### config.mk
export PLATFORM = sky130hd
export DESIGN_NAME = sync_uart_rx
export DESIGN_NICKNAME = d
export VERILOG_FILES = /design/src/rtl/sync_uart_rx_pkg.sv /design/src/rtl/sync_uart_rx_byte.sv /design/src/rtl/sync_uart_rx.sv
export SDC_FILE = /design/constraint.sdc
export NUM_CORES = 1
export LEC_CHECK = 0
export BUFFER_PORTS_ARGS = -buffer_cell sky130_fd_sc_hd__buf_2
export CORE_MARGIN = 3
export CORE_UTILIZATION = 53
export CTS_CLUSTER_SIZE = 24
export DETAILED_ROUTE_END_ITERATION = 12
export GPL_ROUTABILITY_DRIVEN = 0
export MAX_ROUTING_LAYER = met4
export PLACE_DENSITY = 0.84
export SLEW_MARGIN = 10
export SYNTH_ARGS = -nofsm -noshare
export SYNTH_HDL_FRONTEND = slang
export SYNTH_HIERARCHICAL = 1
export SYNTH_SLANG_ARGS = --single-unit
### constraint.sdc
create_clock -name clk -period 2.15 [get_ports clk]
set_input_delay 0.215 -clock clk [delete_from_list [all_inputs] [get_ports clk]]
set_output_delay 0.215 -clock clk [all_outputs]
set_load 0.02 [all_outputs]
### src/rtl/sync_uart_rx_pkg.sv
// Shared types and widths for the sync-word UART receiver.
// Optional even parity is enabled by defining SYNC_UART_RX_PARITY_EN.
package sync_uart_rx_pkg;

  localparam int unsigned BYTE_W = 8;
  localparam int unsigned WORD_W = 32;

  typedef enum logic [1:0] {
    IDLE  = 2'd0,
    START = 2'd1,
    DATA  = 2'd2,
    STOP  = 2'd3
  } rx_state_t;

endpackage

### src/rtl/sync_uart_rx_byte.sv
// Single-byte UART receiver: synchronizer, start/data/stop sampling.
// Defining SYNC_UART_RX_PARITY_EN adds an even-parity bit after bit 7.
module uart_rx_byte
  import sync_uart_rx_pkg::*;
#(
  parameter int unsigned CLKS_PER_BIT = 434,
  parameter int unsigned CNT_W        = 16
) (
  input  logic              clk,
  input  logic              rstn,
  input  logic              uart,
  output logic [BYTE_W-1:0] byte_data,
  output logic              byte_valid,
  output logic              byte_err
);

`ifdef SYNC_UART_RX_PARITY_EN
  localparam int unsigned FRAME_BITS = BYTE_W + 1;
`else
  localparam int unsigned FRAME_BITS = BYTE_W;
`endif

  localparam logic [CNT_W-1:0] HALF = CNT_W'(CLKS_PER_BIT / 2);
  localparam logic [CNT_W-1:0] LAST = CNT_W'(CLKS_PER_BIT - 1);
  localparam logic [3:0]       LAST_BIT = 4'(FRAME_BITS - 1);

  logic                  meta;
  logic                  line;
  logic                  line_q;
  logic                  armed;
  rx_state_t             state;
  logic [CNT_W-1:0]      cnt;
  logic [3:0]            bit_idx;
  logic [FRAME_BITS-1:0] shreg;
  logic                  frame_ok;

  always_comb begin
    frame_ok = line;
`ifdef SYNC_UART_RX_PARITY_EN
    // Even parity: data plus parity bit must hold an even number of ones.
    frame_ok = line && !(^shreg);
`endif
  end

  always_ff @(posedge clk or negedge rstn) begin
    if (!rstn) begin
      meta       <= 1'b1;
      line       <= 1'b1;
      line_q     <= 1'b1;
      armed      <= 1'b0;
      state      <= IDLE;
      cnt        <= '0;
      bit_idx    <= '0;
      shreg      <= '0;
      byte_data  <= '0;
      byte_valid <= 1'b0;
      byte_err   <= 1'b0;
    end else begin
      meta       <= uart;
      line       <= meta;
      line_q     <= line;
      byte_valid <= 1'b0;
      byte_err   <= 1'b0;
      case (state)
        IDLE: begin
          bit_idx <= '0;
          // After reset the line must sit high for a bit period before a
          // falling edge is trusted, so a mid-frame reset cannot start on a data 0.
          if (!armed) begin
            if (!line) begin
              cnt <= '0;
            end else if (cnt == LAST) begin
              cnt   <= '0;
              armed <= 1'b1;
            end else begin
              cnt <= cnt + 1'b1;
            end
          end else begin
            cnt <= '0;
            if (line_q && !line) state <= START;
          end
        end
        START: begin
          if (cnt == HALF) begin
            cnt   <= '0;
            state <= line ? IDLE : DATA;
          end else begin
            cnt <= cnt + 1'b1;
          end
        end
        DATA: begin
          if (cnt == LAST) begin
            cnt   <= '0;
            shreg <= {line, shreg[FRAME_BITS-1:1]};
            if (bit_idx == LAST_BIT) state <= STOP;
            else                     bit_idx <= bit_idx + 1'b1;
          end else begin
            cnt <= cnt + 1'b1;
          end
        end
        STOP: begin
          if (cnt == LAST) begin
            cnt   <= '0;
            state <= IDLE;
            if (frame_ok) begin
              byte_valid <= 1'b1;
              byte_data  <= shreg[BYTE_W-1:0];
            end else begin
              byte_err <= 1'b1;
            end
          end else begin
            cnt <= cnt + 1'b1;
          end
        end
        default: state <= IDLE;
      endcase
    end
  end

endmodule

### src/rtl/sync_uart_rx.sv
// Sync-word receiver: assembles N_BYTES UART bytes little-endian after sync_pulse.
// Byte framing (8N1, or 8E1 with SYNC_UART_RX_PARITY_EN) lives in uart_rx_byte.
module sync_uart_rx
  import sync_uart_rx_pkg::*;
#(
  parameter int unsigned CLKS_PER_BIT = 434,
  parameter int unsigned N_BYTES      = 4,
  parameter int unsigned CNT_W        = 16
) (
  input  logic              clk,
  input  logic              rstn,
  input  logic              sync_pulse,
  input  logic              uart,
  output logic [WORD_W-1:0] sync_num,
  output logic              sync_valid,
  output logic              frame_err
);

  localparam logic [1:0] LAST_IDX = 2'(N_BYTES - 1);

  logic [BYTE_W-1:0] byte_data;
  logic              byte_valid;
  logic              byte_err;
  logic [1:0]        byte_idx;
  logic [WORD_W-1:0] partial;
  logic [WORD_W-1:0] word_next;

  uart_rx_byte #(
    .CLKS_PER_BIT(CLKS_PER_BIT),
    .CNT_W       (CNT_W)
  ) u_byte (
    .clk       (clk),
    .rstn      (rstn),
    .uart      (uart),
    .byte_data (byte_data),
    .byte_valid(byte_valid),
    .byte_err  (byte_err)
  );

  always_comb begin
    word_next = partial | (WORD_W'(byte_data) << {byte_idx, 3'b000});
  end

  always_ff @(posedge clk or negedge rstn) begin
    if (!rstn) begin
      byte_idx   <= '0;
      partial    <= '0;
      sync_num   <= '0;
      sync_valid <= 1'b0;
      frame_err  <= 1'b0;
    end else begin
      sync_valid <= 1'b0;
      frame_err  <= byte_err;
      // sync_pulse wins over a coincident byte, dropping it.
      if (sync_pulse || byte_err) begin
        byte_idx <= '0;
        partial  <= '0;
      end else if (byte_valid) begin
        if (byte_idx == LAST_IDX) begin
          sync_num   <= word_next;
          sync_valid <= 1'b1;
          byte_idx   <= '0;
          partial    <= '0;
        end else begin
          partial  <= word_next;
          byte_idx <= byte_idx + 1'b1;
        end
      end
    end
  end

endmodule

# --- Yosys cells after proc, flatten, opt, wreduce, memory -nomap -nowiden ---
# Cells that the tools add are included.
word_totals:
  register_bits: 112
  input_bits: 4
  output_inout_bits: 34
  elab_cells: 82
op_classes:
  add_sub_neg: 3
  eq_ne: 14
  shift: 1
  mux: 34
  bitwise_logic: 2
  n_reduce_logical: 12
op_table:
  columns: ["operator", "n"]
  rows:
  - ["$mux W32", 3]
  - ["$mux W16", 4]
  - ["$pmux W16 S3", 1]
  - ["$or A32 B32 Y32", 1]
  - ["$shl A8 B5 Y32", 1]
  - ["$mux W2", 10]
  - ["$add A16 B1 Y16 const B", 1]
  - ["$eq A16 B8 Y1 const B", 1]
  - ["$eq A16 B9 Y1 const B", 1]
  - ["$mux W1", 12]
  - ["$ne A2 B1 Y1 const B", 6]
  - ["$reduce_and A3 Y1", 3]
  - ["$mux W4", 2]
  - ["$pmux W2 S4", 1]
  - ["$pmux W4 S2", 1]
  - ["$eq A2 B2 Y1 const B", 3]
  - ["$reduce_and A6 Y1", 1]
  - ["$add A4 B1 Y4 const B", 1]
  - ["$eq A4 B3 Y1 const B", 1]
  - ["$reduce_bool A2 Y1", 2]
  - ["$add A2 B1 Y2 const B", 1]
  - ["$eq A2 B1 Y1 const B", 1]
  - ["$logic_not A2 Y1", 1]
  - ["$ne A2 B2 Y1 const B", 1]
  - ["6 further kinds", 6]

# --- Depth between registers and ports, before layout ---
logic_depth:
  word_depth: 5
  mapped_depth: 7
  ltp_nobuf: 6

# --- Modules after synthesis ---
# Netlist, hierarchy kept.
modules_own_cells:
  columns: ["module", "n_inst", "cells_per_inst", "area_each_um2", "seq_area_each_um2"]
  rows:
  - ["sync_uart_rx", 1, 237, 2682.6, 1701.6]
  - ["uart_rx_byte", 1, 186, 2068.2, 1104.8]

# --- Worst setup path before layout ---
# OpenSTA, ideal clock, no wires.
synth_path:
  path_type: "reg-to-reg"
  from: "register u_byte.cnt[8]"
  to: "register u_byte.cnt[2]"
  setup_time_ns: 0.119
  arrival_ns: 1.919
  t_required_ns: 2.031
  path_slack_ns: 0.112
  path_stages_with_launch: 6
  synth_period_minus_slack_ns: 2.038
  path_cell_list: "dfrtp_1 -> buf_4 -> or4_4 -> a222oi_1 -> buf_6 -> nor2_1"
synth_via:
  elab_chain_len: 5
  word_cells_on_any_way: 7
  cone_classes: "2 x eq/ne; 5 x mux"
synth_lines:
  columns: ["item", "line", "source"]
  rows:
  - ["from (decl)", "sync_uart_rx_byte.sv:32", "logic [CNT_W-1:0] cnt;"]
  - ["from (signal assigned)", "sync_uart_rx_byte.sv:76", "cnt <= cnt + 1'b1;"]
  - ["from (signal assigned)", "sync_uart_rx_byte.sv:88", "cnt <= cnt + 1'b1;"]
  - ["from (signal assigned)", "sync_uart_rx_byte.sv:98", "cnt <= cnt + 1'b1;"]
  - ["$eq A16 B9 Y1", "sync_uart_rx_byte.sv:72, sync_uart_rx_byte.sv:92, sync_uart_rx_byte.sv:102", null]
  - ["$mux W16", "sync_uart_rx_byte.sv:72, sync_uart_rx_byte.sv:92, sync_uart_rx_byte.sv:102", null]
  - ["$mux W16", "sync_uart_rx_byte.sv:70", "if (!line) begin"]
  - ["$mux W16", "sync_uart_rx_byte.sv:69", "if (!armed) begin"]
  - ["$pmux W16 S3 *", "sync_uart_rx_byte.sv:64", "case (state)"]
# Mark *: on every way between the ends. The rest lies on a longest branch, timed or not.
# A chain may end at the register's enable or synchronous reset.

# --- Worst setup path after layout ---
layout_path:
  from: "register u_byte.cnt[1]"
  to: "register u_byte.byte_data[7]"
layout_via:
  elab_chain_len: 2
layout_lines:
  columns: ["item", "line", "source"]
  rows:
  - ["$eq A16 B9 Y1", "sync_uart_rx_byte.sv:102", "if (cnt == LAST) begin"]
  - ["$reduce_and A3 Y1 (no source line)", null, null]
  - ["to (signal assigned)", "sync_uart_rx_byte.sv:107", "byte_data <= shreg[BYTE_W-1:0];"]
  - ["to (decl)", "sync_uart_rx_byte.sv:12", "output logic [BYTE_W-1:0] byte_data,"]
# No other way between the ends.

==> run_results.csv <==
group,metric,value,unit
sta,fin_crit_share,92.7,%
sta,grt_setup_unrepaired,"no",
sta,final.min_clock_period,1990,ps
finish,finish.net_count,465,
power,switching_share,26.0,%
synth,synth_edf_count,0,
clock_network,htree_levels,3,
floorplan,floorplan.core_area,8460,µm²
synth,synth_cell_types,49,
power,power.sequential.fraction,60.2,%
synth,asyncSetResetFlopFracSynth,100,%
setup_path,cp_data_arrival_time,2250,ps
power,net-switching-power,0.938,mW
sta,timing_worst_slew_pin_value,805,ps
grt,grt_first_pass_wirelength,15500,µm
sta,timing.max_slew.rel_slack,45.9,%
setup_path,startpoint_type,"flop",
grt,overflow,0,
sta,finalHoldWorstSlack,76.5,ps
synth,ys_ff_latch,112,
drt,routed_wirelength,9320,µm
synth,syn-cell-area,4750,µm²
clock_network,clk_transition_reported_paths,110,ps
synth,share_of_the_yosys_chip_area_belonging_to_registers,59.1,%
status,outcome,"completed",
clock_network,cts_buffers,9,
power,clockPowerShare,34.2,%
power,power_density,684,nW/µm²
place,io_buffers,37,
sta,final_max_slew_viol_count,0,
sta,setup_viol_count_final,0,
floorplan,ioPinCount,38,
grt,grt_max_degree,66,
sta,finalSetupTns,0,ps
drt,drt.antenna.violating_nets,0,
clock_network,worst_skew_pair.late_latency,380,ps
floorplan,initial_core_util,56.1,%
drt,initial_drt_markers,192,
drt,wire_per_inst,16.5,µm
drt,drt_drc_violations_left,0,
drt,avgViaCountPerCell,5.90,
finish,final_layout_size_suffix_gt1_share,20.4,%
setup_path,max_fo_critical_path,8,
place,dpl.cell_count,547,
setup_path,critPathKind,"flop to flop",
clock_network,ctsLongestPathBuffers,2,
finish,final_cells,566,
power,leakage,2.49,nW
job,max-cap-violations,0,
grt,grt_pass1_vias,3220,
power,p_int,2.67,mW
floorplan,row_count,33,
grt,initial_antenna_violation_count,0,
sta,fmax,502,MHz
drt,first_pass_iters,4,
grt,global_route.usage.total,19.7,%
finish,layout_common_cells,"109 x dfrtp_1, 65 x a21oi_1, 60 x nor2_1",
finish,final_common_cell,"dfrtp_1",
floorplan,floorplan.die.height,101,µm
synth,synthFlopType,"dfrtp_1",
place,total_half_perimeter_wirelength_after_legalization_and_detailed_placement,6270,µm
synth,avgSynthCellArea,11.2,µm²
clock_network,clock_tree_from_tritoncts,"yes",
setup_path,worstPathRequired,2410,ps
finish,area_growth,11.0,%
synth,synthesis.instances,423,
synth,yosysWarnings,6,
setup_path,critical_path_end_type,"flop",
power,pwr-share-comb,5.7,%
hold_path,holdCritPathClass,"input port to flop",
finish,insertedDiodeCount,0,
clock_network,clk_root_buffer_cell,"clkbuf_8",
sta,skew,14.3,ps
synth,postSynthNetCount,432,
clock_network,cts.sink_count,112,
floorplan,floorplan.die_area,10100,µm²
drt,vias,3342,
finish,fill_cell_instance_count_of_the_final_layout,640,
sta,number_of_hold_violations_in_the_final_report,0,
power,irDropWorstVdd,0.338,mV
floorplan,die_width,101,µm
-- cell usage after synthesis, types with 3 or more instances --
library cell	instances	area share [%]
buf_4	3	0.47
clkbuf_2	9	0.95
dfstp_2	3	1.7
o211ai_1	3	0.47
nand4_1	7	0.92
nand3_1	13	1.4
o21ai_0	3	0.32
xor2_1	3	0.55
mux2i_1	3	0.63
nand2_1	13	1.0
clkbuf_1	4	0.32
buf_2	8	0.84
mux2_2	16	3.8
a21oi_1	65	6.8
dfrtp_1	109	57
a22o_1	32	5.9
nor4_1	7	0.92
inv_1	5	0.40
nand2b_1	3	0.40
ha_1	5	1.3
nor2_1	60	4.7
nor3_1	6	0.63
xnor2_1	11	2.0
-- worst max-delay path, cell delays in order (launching register included) --
cell and delay, ps:
dfrtp_1 420, inv_1 70, ha_1 140, nor4b_2 340, nand4_1 130, buf_4 190
nor2_4 220, mux2_2 370
-- final cells by class --
class | count | area (µm²) | share of cell area [%]
flip-flops and latches | 112 | 2810 | 53.2
inverters | 5 | 18.8 | 0.356
multi-input cells | 278 | 1790 | 33.9
well taps | 105 | 131 | 2.49
clock inverters | 7 | 77.6 | 1.47
clock buffers | 9 | 124 | 2.35
repair buffers | 50 | 328 | 6.22
-- metrics by stage --
step | utilization (%) | area [µm²] | total power, mW | setup slack (ps)
final | 62.3 | 5270 | 3.61 | 158
after global routing | 62.3 | 5270 | 3.75 | 5.16
after CTS | 62.1 | 5260 | 3.64 | 37.5
after detailed placement | 59.5 | 5030 | 2.41 | 73.3
after global placement | 59.5 | 5030 | 2.41 | 126
after floorplan | - | 4750 | 2.33 | 112
-- path summary, 6_finish.rpt --
kind / startpoint / end / slack [ps] / cells after the start
max: u_byte/cnt[1] / u_byte/byte_data[7] / 160 / 7
max reg2reg: u_byte/cnt[1] / u_byte/byte_data[7] / 160 / 7
min reg2reg: u_byte/meta / u_byte/frame_ok / 350 / 0
min in group asynchronous: rstn / sync_num[4] / 380 / 2
min: sync_pulse / byte_idx[0] / 80 / 2
max in group asynchronous: rstn / u_byte/line_q / 1090 / 3
-- logic make-up after synthesis --
| group | synth area share [%] |
|---|---|
| xor gates and xnor gates | 2.58 |
| and+or+nand+nor | 14.1 |
| DFF | 59.1 |
| adders and majority gates | 1.32 |
| AOI/OAI and AO/OA | 14.9 |
| buffers and inverters | 3.61 |
| muxes | 4.42 |
-- timing repair --
action | CTS | global route
endpoints found under the setup margin | 0 | 16
hold buffers | 2 | 0
setup buffers | 0 | 1
endpoints found under the hold margin | 47 | 0
gates resized for setup | 0 | 2
-- power by group through the flow --
stage          registers [mW]  clock network (mW)  logic (mW)
6_report                 2.17                1.23       0.204
3_3_place_gp             2.21                   0       0.199
3_5_place_dp             2.21                   0       0.203
2_1_floorplan            2.20                   0       0.128
4_1_cts                  2.17                1.26       0.207
5_1_grt                  2.18                1.33       0.233
-- sequential cells by signal, summed over array words and instances, names as in the netlist, 2 cells and up, named ones only --
| signal | flops |
|---|---|
| u_byte/bit_idx | 4 |
| u_byte/byte_data | 8 |
| byte_idx | 2 |
| partial | 32 |
| u_byte/shreg | 8 |
| u_byte/cnt | 16 |
| sync_num | 32 |
-- layer usage --
| metal | track usage, % | routed length, µm | vias up |
|---|---|---|---|
| li1 | - | - | 1572 |
| met1 | 26.7 | 4120 | 1668 |
| met2 | 29.8 | 4620 | 89 |
| met3 | 4.57 | 452 | 13 |
| met4 | 6.01 | 119 | 0 |
| met5 | - | 0 | - |
(Power assumes the default switching activity.)
